[src/rtl/storage_pkg.sv]
// Shared constants for the storage Wishbone arbiter: region map, FSM states,
// bridge strobe encodings and the address-region decoder.
package storage_pkg;

  localparam logic [7:0] RW0_REGION_C = 8'h00;
  localparam logic [7:0] RW1_REGION_C = 8'h10;
  localparam logic [7:0] RO_REGION_C  = 8'h20;

  localparam logic [1:0] STB_NONE = 2'b00;
  localparam logic [1:0] STB_RW   = 2'b01;
  localparam logic [1:0] STB_RO   = 2'b10;

  typedef enum logic [1:0] {
    ST_IDLE  = 2'b00,
    ST_BUSY  = 2'b01,
    ST_LOCAL = 2'b10,
    ST_RESP  = 2'b11
  } state_e;

  // STB_NONE means the access is completed locally (unmapped or RO write)
  function automatic logic [1:0] decode_stb(input logic [7:0] region,
                                            input logic       we,
                                            input logic [7:0] rw0,
                                            input logic [7:0] rw1,
                                            input logic [7:0] ro);
    if ((region == rw0) || (region == rw1)) begin
      decode_stb = STB_RW;
    end else if ((region == ro) && !we) begin
      decode_stb = STB_RO;
    end else begin
      decode_stb = STB_NONE;
    end
  endfunction

endpackage

[src/rtl/storage_rr_arbiter.sv]
// Two-request round-robin arbiter; remembers the last served master and
// prefers the other one on a tie.
module storage_rr_arbiter (
  input  logic       clk_i,
  input  logic       rst_i,
  input  logic [1:0] req_i,
  input  logic       update_i,
  input  logic       served_idx_i,
  output logic [1:0] grant_o
);

  logic last_q;

  // Tie goes to the master that was not served last
  always_comb begin
    grant_o = 2'b00;
    case (req_i)
      2'b01:   grant_o = 2'b01;
      2'b10:   grant_o = 2'b10;
      2'b11:   grant_o = last_q ? 2'b01 : 2'b10;
      default: grant_o = 2'b00;
    endcase
  end

  // Last-grant register; resets to 1 so m0 wins the first tie
  always_ff @(posedge clk_i) begin
    if (rst_i) begin
      last_q <= 1'b1;
    end else if (update_i) begin
      last_q <= served_idx_i;
    end else begin
      last_q <= last_q;
    end
  end

endmodule

[src/rtl/storage_wb_arbiter.sv]
// Two-master Wishbone arbiter and region decoder in front of the storage bridge.
// Optional watchdog: define STORAGE_ARB_TIMEOUT_EN.
module storage_wb_arbiter
  import storage_pkg::*;
#(
  parameter logic [7:0]  RW0_REGION     = RW0_REGION_C,
  parameter logic [7:0]  RW1_REGION     = RW1_REGION_C,
  parameter logic [7:0]  RO_REGION      = RO_REGION_C,
  parameter int          TIMEOUT_CYCLES = 255,
  parameter logic [31:0] TIMEOUT_DATA   = 32'hDEADBEEF
) (
  input  logic        wb_clk_i,
  input  logic        wb_rst_i,
  input  logic        m0_cyc_i,
  input  logic        m0_stb_i,
  input  logic        m0_we_i,
  input  logic [3:0]  m0_sel_i,
  input  logic [31:0] m0_adr_i,
  input  logic [31:0] m0_dat_i,
  output logic        m0_ack_o,
  output logic [31:0] m0_dat_o,
  input  logic        m1_cyc_i,
  input  logic        m1_stb_i,
  input  logic        m1_we_i,
  input  logic [3:0]  m1_sel_i,
  input  logic [31:0] m1_adr_i,
  input  logic [31:0] m1_dat_i,
  output logic        m1_ack_o,
  output logic [31:0] m1_dat_o,
  output logic        s_cyc_o,
  output logic [1:0]  s_stb_o,
  output logic        s_we_o,
  output logic [3:0]  s_sel_o,
  output logic [31:0] s_adr_o,
  output logic [31:0] s_dat_o,
  input  logic [1:0]  s_ack_i,
  input  logic [31:0] s_rw_dat_i,
  input  logic [31:0] s_ro_dat_i,
  output logic        timeout_o
);

  state_e      state_q;
  logic [1:0]  grant_q;
  logic        cyc_q;
  logic [1:0]  stb_q;
  logic [1:0]  ack_q;
  logic [31:0] dat_q;

  logic [1:0]  req_s;
  logic [1:0]  arb_grant_s;
  logic [1:0]  req_stb_s;
  logic        update_s;
  logic        sel_cyc_s;
  logic        sel_we_s;
  logic [3:0]  sel_sel_s;
  logic [31:0] sel_adr_s;
  logic [31:0] sel_dat_s;

  assign req_s = {m1_cyc_i & m1_stb_i, m0_cyc_i & m0_stb_i};

  // Abort and normal completion both count as having served the granted master
  assign update_s = (state_q == ST_RESP) || ((state_q == ST_BUSY) && !sel_cyc_s);

  storage_rr_arbiter u_rr (
    .clk_i        (wb_clk_i),
    .rst_i        (wb_rst_i),
    .req_i        (req_s),
    .update_i     (update_s),
    .served_idx_i (grant_q[1]),
    .grant_o      (arb_grant_s)
  );

  assign req_stb_s = arb_grant_s[1]
                   ? decode_stb(m1_adr_i[23:16], m1_we_i, RW0_REGION, RW1_REGION, RO_REGION)
                   : decode_stb(m0_adr_i[23:16], m0_we_i, RW0_REGION, RW1_REGION, RO_REGION);

  assign sel_cyc_s = grant_q[1] ? m1_cyc_i : m0_cyc_i;
  assign sel_we_s  = grant_q[1] ? m1_we_i  : m0_we_i;
  assign sel_sel_s = grant_q[1] ? m1_sel_i : m0_sel_i;
  assign sel_adr_s = grant_q[1] ? m1_adr_i : m0_adr_i;
  assign sel_dat_s = grant_q[1] ? m1_dat_i : m0_dat_i;

  assign s_cyc_o  = cyc_q;
  assign s_stb_o  = stb_q;
  assign s_we_o   = cyc_q & sel_we_s;
  assign s_sel_o  = cyc_q ? sel_sel_s : 4'h0;
  assign s_adr_o  = cyc_q ? sel_adr_s : 32'h0;
  assign s_dat_o  = cyc_q ? sel_dat_s : 32'h0;
  assign m0_ack_o = ack_q[0];
  assign m1_ack_o = ack_q[1];
  assign m0_dat_o = dat_q;
  assign m1_dat_o = dat_q;

`ifdef STORAGE_ARB_TIMEOUT_EN
  logic [15:0] cnt_q;
  logic        timeout_q;
  assign timeout_o = timeout_q;
`else
  logic unused_timeout_s;
  assign unused_timeout_s = ^{TIMEOUT_DATA, TIMEOUT_CYCLES};
  assign timeout_o = 1'b0;
`endif

  // Transaction FSM with registered bridge strobes, master acks and read data
  always_ff @(posedge wb_clk_i) begin
    if (wb_rst_i) begin
      state_q <= ST_IDLE;
      grant_q <= 2'b00;
      cyc_q   <= 1'b0;
      stb_q   <= STB_NONE;
      ack_q   <= 2'b00;
      dat_q   <= 32'h0;
`ifdef STORAGE_ARB_TIMEOUT_EN
      cnt_q     <= 16'h0;
      timeout_q <= 1'b0;
`endif
    end else begin
      case (state_q)
        ST_IDLE: begin
          ack_q <= 2'b00;
          if (arb_grant_s != 2'b00) begin
            grant_q <= arb_grant_s;
            if (req_stb_s != STB_NONE) begin
              state_q <= ST_BUSY;
              cyc_q   <= 1'b1;
              stb_q   <= req_stb_s;
`ifdef STORAGE_ARB_TIMEOUT_EN
              cnt_q   <= 16'h0;
`endif
            end else begin
              state_q <= ST_LOCAL;
            end
          end else begin
            state_q <= ST_IDLE;
          end
        end
        ST_BUSY: begin
          if (!sel_cyc_s) begin
            state_q <= ST_IDLE;
            cyc_q   <= 1'b0;
            stb_q   <= STB_NONE;
          end else if (s_ack_i != 2'b00) begin
            dat_q   <= sel_we_s ? 32'h0 : (s_ack_i[1] ? s_ro_dat_i : s_rw_dat_i);
            ack_q   <= grant_q;
            cyc_q   <= 1'b0;
            stb_q   <= STB_NONE;
            state_q <= ST_RESP;
`ifdef STORAGE_ARB_TIMEOUT_EN
          end else if (cnt_q == 16'(TIMEOUT_CYCLES - 1)) begin
            dat_q     <= TIMEOUT_DATA;
            ack_q     <= grant_q;
            cyc_q     <= 1'b0;
            stb_q     <= STB_NONE;
            timeout_q <= 1'b1;
            state_q   <= ST_RESP;
          end else begin
            cnt_q <= cnt_q + 16'h1;
`else
          end else begin
            state_q <= ST_BUSY;
`endif
          end
        end
        ST_LOCAL: begin
          dat_q   <= 32'h0;
          ack_q   <= grant_q;
          state_q <= ST_RESP;
        end
        ST_RESP: begin
          ack_q   <= 2'b00;
          state_q <= ST_IDLE;
        end
        default: begin
          state_q <= ST_IDLE;
          cyc_q   <= 1'b0;
          stb_q   <= STB_NONE;
          ack_q   <= 2'b00;
        end
      endcase
    end
  end

endmodule

[config.mk]
export PLATFORM = sky130hd
export DESIGN_NAME = storage_wb_arbiter
export DESIGN_NICKNAME = d
export VERILOG_FILES = /design/src/rtl/storage_pkg.sv /design/src/rtl/storage_rr_arbiter.sv /design/src/rtl/storage_wb_arbiter.sv
export SDC_FILE = /design/constraint.sdc
export NUM_CORES = 1
export LEC_CHECK = 0
export CAP_MARGIN = 0
export CORE_AREA = 2 2 136 138
export DETAILED_ROUTE_END_ITERATION = 6
export DIE_AREA = 0 0 138 140
export MAX_ROUTING_LAYER = met4
export PLACE_DENSITY_LB_ADDON = 0.05
export SLEW_MARGIN = 20
export SYNTH_ARGS = -nofsm -noshare
export SYNTH_HDL_FRONTEND = slang
export SYNTH_HIERARCHICAL = 1
export SYNTH_SLANG_ARGS = --single-unit
export TNS_END_PERCENT = 1
[constraint.sdc]
create_clock -name wb_clk_i -period 1.6 [get_ports wb_clk_i]
set_input_delay 0.32 -clock wb_clk_i [delete_from_list [all_inputs] [get_ports wb_clk_i]]
set_output_delay 0.32 -clock wb_clk_i [all_outputs]
set_load 0.03 [all_outputs]
# After elaboration in Yosys (flattened, before gate mapping)
# Index checks and enable logic that the tools add are counted.
[classes] eq_ne=15 bitwise_logic=3 n_mux=38 n_reduce_logical=22
[op_table] cell="$mux 32" count=8
[op_table] cell="$pmux 32 s2" count=1
[op_table] cell="$mux 2" count=16
[op_table] cell="$eq 8x5->1 const B" count=2
[op_table] cell="$eq 8x6->1 const B" count=2
[op_table] cell="$logic_not 8->1" count=2
[op_table] cell="$pmux 2 s3" count=2
[op_table] cell="$reduce_bool 2->1" count=5
[op_table] cell="$eq 2x2->1 const B" count=4
[op_table] cell="$mux 4" count=2
[op_table] cell="$pmux 2 s4" count=1
[op_table] cell="$mux 1" count=6
[op_table] cell="$ne 2x2->1 const B" count=3
[op_table] cell="$eq 2x1->1 const B" count=2
[op_table] cell="$pmux 2 s2" count=1
[op_table] cell="$reduce_and 2->1" count=2
[op_table] cell="$reduce_and 4->1" count=1
[op_table] cell="$and 1x1->1" count=3
[op_table] cell="$logic_and 1x1->1" count=3
[op_table] cell="$logic_not 1->1" count=3
[op_table] cell="$logic_or 1x1->1" count=3
[op_table] cell="$ne 3x2->1 const B" count=1
[op_table] cell="$reduce_and 3->1" count=1
[op_table] cell="$logic_not 2->1" count=1
[op_table] cell="3 further kinds" count=3
[word_totals] in_bits=210 regBits=42 wordCells=85

# Longest topological paths before layout
[logic_depth] ltp_word=9 depth_mapped=8 depth_no_buf=6

# Modules after synthesis
# The synthesis kept the hierarchy.
[modules_own_cells] mod="storage_wb_arbiter" instances=1 area_each_um2=3736.1 seq_area_each_um2=820.8 cells_each=454
[modules_own_cells] mod="storage_rr_arbiter" instances=1 area_each_um2=58.8 seq_area_each_um2=20.0 cells_each=7

# Least setup slack after synthesis
# No wires, ideal clock.
[synth_path] path_type="register -> output" startpoint="reg cyc_q, in the netlist s_cyc_o" endpoint="out s_adr_o[0]" stages_incl_launch_ff=3 path_slack_ns=-0.039 path_buffers=1 t_required_ns=1.280 arrival_time_ns=1.319 path_cell_list="dfxtp_1 -> clkbuf_1 -> nor2b_1"
[synth_via] elab_chain_cells=1
[synth_lines] element="from (decl)" line="storage_wb_arbiter.sv:44" source="logic cyc_q;"
[synth_lines] element="from (signal assigned)" line="storage_wb_arbiter.sv:109" source="cyc_q <= 1'b0;"
[synth_lines] element="from (signal assigned)" line="storage_wb_arbiter.sv:125" source="cyc_q <= 1'b1;"
[synth_lines] element="from (signal assigned)" line="storage_wb_arbiter.sv:140" source="cyc_q <= 1'b0;"
[synth_lines] element="$mux 32" line="storage_wb_arbiter.sv:87" source="assign s_adr_o = cyc_q ? sel_adr_s : 32'h0;"
[synth_lines] element="to (decl)" line="storage_wb_arbiter.sv:34" source="output logic [31:0] s_adr_o,"
# Every way passes these cells.

# Worst setup path in the final report
[layout_path] startpoint="reg grant_q[1]" endpoint="out s_sel_o[0]"
[layout_via] elab_chain_cells=2
[layout_lines] element="from (decl)" line="storage_wb_arbiter.sv:43" source="logic [1:0] grant_q;"
[layout_lines] element="from (signal assigned)" line="storage_wb_arbiter.sv:122" source="grant_q <= arb_grant_s;"
[layout_lines] element="$mux 4" line="storage_wb_arbiter.sv:79" source="assign sel_sel_s = grant_q[1] ? m1_sel_i : m0_sel_i;"
[layout_lines] element="$mux 4" line="storage_wb_arbiter.sv:86" source="assign s_sel_o = cyc_q ? sel_sel_s : 4'h0;"
[layout_lines] element="to (decl)" line="storage_wb_arbiter.sv:33" source="output logic [3:0] s_sel_o,"
# Every way passes these cells.

==> results by group <==
Worst setup path
  • WP data arrival: 1.46 ns
  • WS Path Type: reg2out
  • Reg2reg end: s_cyc_o$_SDFFE_PP0P_
  • CP startpoint kind: flop
  • Internal reg-to-reg setup slack: 0 ns
  • R2r startpoint: state_q[1]$_SDFF_PP0_
  • Critical Path Fanout Max: 9
  • CP endpoint kind: output pin
  • Reg2reg path depth: 6
  • Required time of the critical path: 1.28 ns

Logic synthesis
  • Top_reg_cell synth: dfxtp_1
  • Ys async rst share: 0%
  • Synthesized area: ~3800 um2
  • EDFF count, synth: 0
  • Sequential share of the synthesized area: 22.2%
  • Syn_nets: 675
  • Avg Inst Size Synth: slightly above 8 um2
  • Syn Inst Count: 461
  • Unique masters post-synth: 44
  • Yosys reg bits: between 40 and 50
  • Synth warnings: 6

Clock tree
  • CTS Buf Count: 5
  • CTS tree: built
  • Htree depth: 2
  • # clock sinks: 42
  • Worst skew pair latency: 0.28 ns
  • Clk root buf: clkbuf_16
  • Max clock buf depth: 2
  • # hold bufs at CTS: 0
  • Worst-path clk slew: 0.06 ns

Min path
  • Hold path depth: 4
  • Hold Startpoint: wb_rst_i
  • Hold Path Class: in2reg
  • Hold endpoint: s_stb_o[1]$_SDFFE_PP0P_

Route
  • Vias after detailed routing: 4,585
  • Initial DRC count: 121
  • Via density: 4.51
  • Post-route ant nets: 0
  • Avg WL per Cell: 17.8 um
  • First drt pass iteration count: 4
  • DRT Wirelength: about 18,000 um
  • DRC: 0

Place
  • Half-perimeter wire length after placement: 14,400 um
  • Input/output buffers: approximately 350
  • Pre-CTS worst setup slack: -0.710 ns
  • Placed cell areas: 7620 um2
  • Routability Congestion: 0.917

Floorplan
  • Row count: 49
  • Initial Util: 21.3%
  • Die ar.: 19,300 um2
  • Die H: 140 um
  • Chip width: 138 um
  • CORE AREA: 17,800 um2
  • Num ports: 349

Global routing
  • Vias in the first global route: 4,642
  • First-pass GRT wire length: 27,000 um
  • Largest net degree at the start of global routing: 49
  • Initial antenna violation count: 0
  • Total Routing Usage GR: approximately 18%
  • Gr ovfl total: 0

Power and ir drop
  • Lkg Pwr: 3.28 nW
  • PwrDens: 465 nW/um2
  • Peak VDD IR: between 0.3 and 0.4 mV
  • Total chip power: approximately 0.0037 W

STA
  • Final Skew: 0.00788 ns
  • Final Max Slew Viols: 0
  • Fin Hold WS: 0.397 ns
  • F_max: 562 MHz
  • Final setup viols: 70
  • Crit share post-route: 111%
  • Setup slack after layout: -0.178 ns
  • Setup TNS: -7.42 ns
  • Final hold vios: 0
  • Minimum clock period: 1.78 ns
  • RSZ-0062 raised after global routing: true

Run status
  • Failing checks: setup timing
  • Status: finished with violations

Layout
  • Syn-to-layout area delta: 109%
  • Final #Nets: 1,001
  • Most frequent cells in the layout: 203 x clkdlybuf4s50_1, 78 x buf_4, 68 x dlygate4sd2_1
  • Commonest non-fill, non-tap cell in the layout: clkdlybuf4s50_1
  • Post-route cell area: 7910 um2
  • Fillers: 1,744
  • Fraction of layout cells with a size suffix above 1: between 20 and 30%
  • Ant. Diodes: 0

Job
  • Max-Cap Viols: 0
sequential cells by signal (all words and copies together), names as in the netlist:
register	count
u_rr/last_q	1
state_q	2
grant_q	2
s_cyc_o	1
s_stb_o	2
ack_q	2
m0_dat_o	32
synth_stat cells, types with 2 or more instances:
cell type | instances | share of area (%)
inv_1 | 5 | 0.49
a21oi_1 | 38 | 5.0
clkbuf_1 | 22 | 2.2
buf_4 | 35 | 6.9
a21o_1 | 2 | 0.40
and2_1 | 3 | 0.49
o21bai_1 | 2 | 0.40
nor2b_1 | 70 | 12
o21ai_1 | 4 | 0.53
buf_2 | 16 | 2.1
dfxtp_1 | 42 | 22
nand3b_1 | 2 | 0.40
nand2_1 | 7 | 0.69
ha_1 | 4 | 1.3
nor3_1 | 2 | 0.26
nor4_1 | 2 | 0.33
nand4_1 | 35 | 5.8
o21ai_0 | 33 | 4.4
and3_1 | 2 | 0.33
nor3b_1 | 2 | 0.40
nor2_1 | 6 | 0.59
mux2i_1 | 68 | 18
nand3_1 | 5 | 0.66
mux2_2 | 32 | 9.5
nand2b_1 | 2 | 0.33
and4_1 | 2 | 0.46
worst max-delay path by stage:
stage | start | end | slack [ns]
2_1_floorplan | s_cyc_o$_SDFFE_PP0P_ | s_adr_o[1] | -0.04
3_3_place_gp | m1_cyc_i | s_stb_o[0]$_SDFFE_PP0P_ | -0.60
3_5_place_dp | m0_cyc_i | s_stb_o[0]$_SDFFE_PP0P_ | -0.71
4_1_cts | grant_q[1]$_SDFFE_PP0P_ | s_dat_o[30] | -0.22
5_1_grt | grant_q[1]$_SDFFE_PP0P_ | s_adr_o[4] | -0.24
6_report | grant_q[1]$_SDFFE_PP0P_ | s_sel_o[0] | -0.18
routing by layer:
layer	part of all wire [%]	global-route usage, %	routed length (um)	vias up
met5	0	-	0	-
met4	1.5	3.87	276	0
met3	6.1	3.49	1100	16
met2	51	32.0	9290	210
met1	41	20.9	7440	2105
li1	-	-	-	2254
area by class of cell:
type                       instances  area, um2  area share (%)
timing repair buffer             393       3990            50.4
multi-input combinational        340       2640            33.3
sequential                        42        845            10.7
tap                              229        287            3.62
clock buffer                       6        129            1.63
inverter                           5       18.8           0.237
clock inverter                     1       6.26          0.0791
repair_timing:
item | in CTS | in global routing
endpoints found under the setup margin | 144 | 108
gates resized for setup | 87 | 32
pin swaps | 8 | 5
gates cloned | 0 | 1
buffers inserted | 4 | 3
where the power goes:
group | total (W) | internal (W) | switching, W
logic | 0.00159 | 0.000918 | 0.000670
clock network | 0.000976 | 0.000571 | 0.000405
registers | 0.00112 | 0.00108 | 0.0000320
critical path, cell delays in order (launching register included):
cell	delay, ns
dfxtp_4	0.38
buf_12	0.16
clkbuf_16	0.16
mux2i_1	0.12
nor2b_1	0.20
buf_12	0.16
metrics by stage:
| step | cells | utilization [%] |
|---|---|---|
| 2_1_floorplan | 461 | - |
| 3_3_place_gp | 1001 | 42.8 |
| 3_5_place_dp | 1001 | 42.8 |
| 4_1_cts | 1012 | 43.6 |
| 5_1_grt | 1016 | 44.5 |
| 6_report | 1016 | 44.5 |
cells by family (layout without fill, tap and decap cells):
kind of cell               count (synthesis)  after routing  share of synthesized area [%]
muxes                                    102            102                           28.4
buffers and inverters                     79            405                           12.0
other                                      1              1                         0.0988
DFF                                       42             42                           22.2
and+or+nand+nor                          144            144                           23.0
AOI/OAI and AO/OA                         89             89                           13.0
adders and majority gates                  4              4                           1.32
Note: power is estimated with default switching activity, not from simulation.
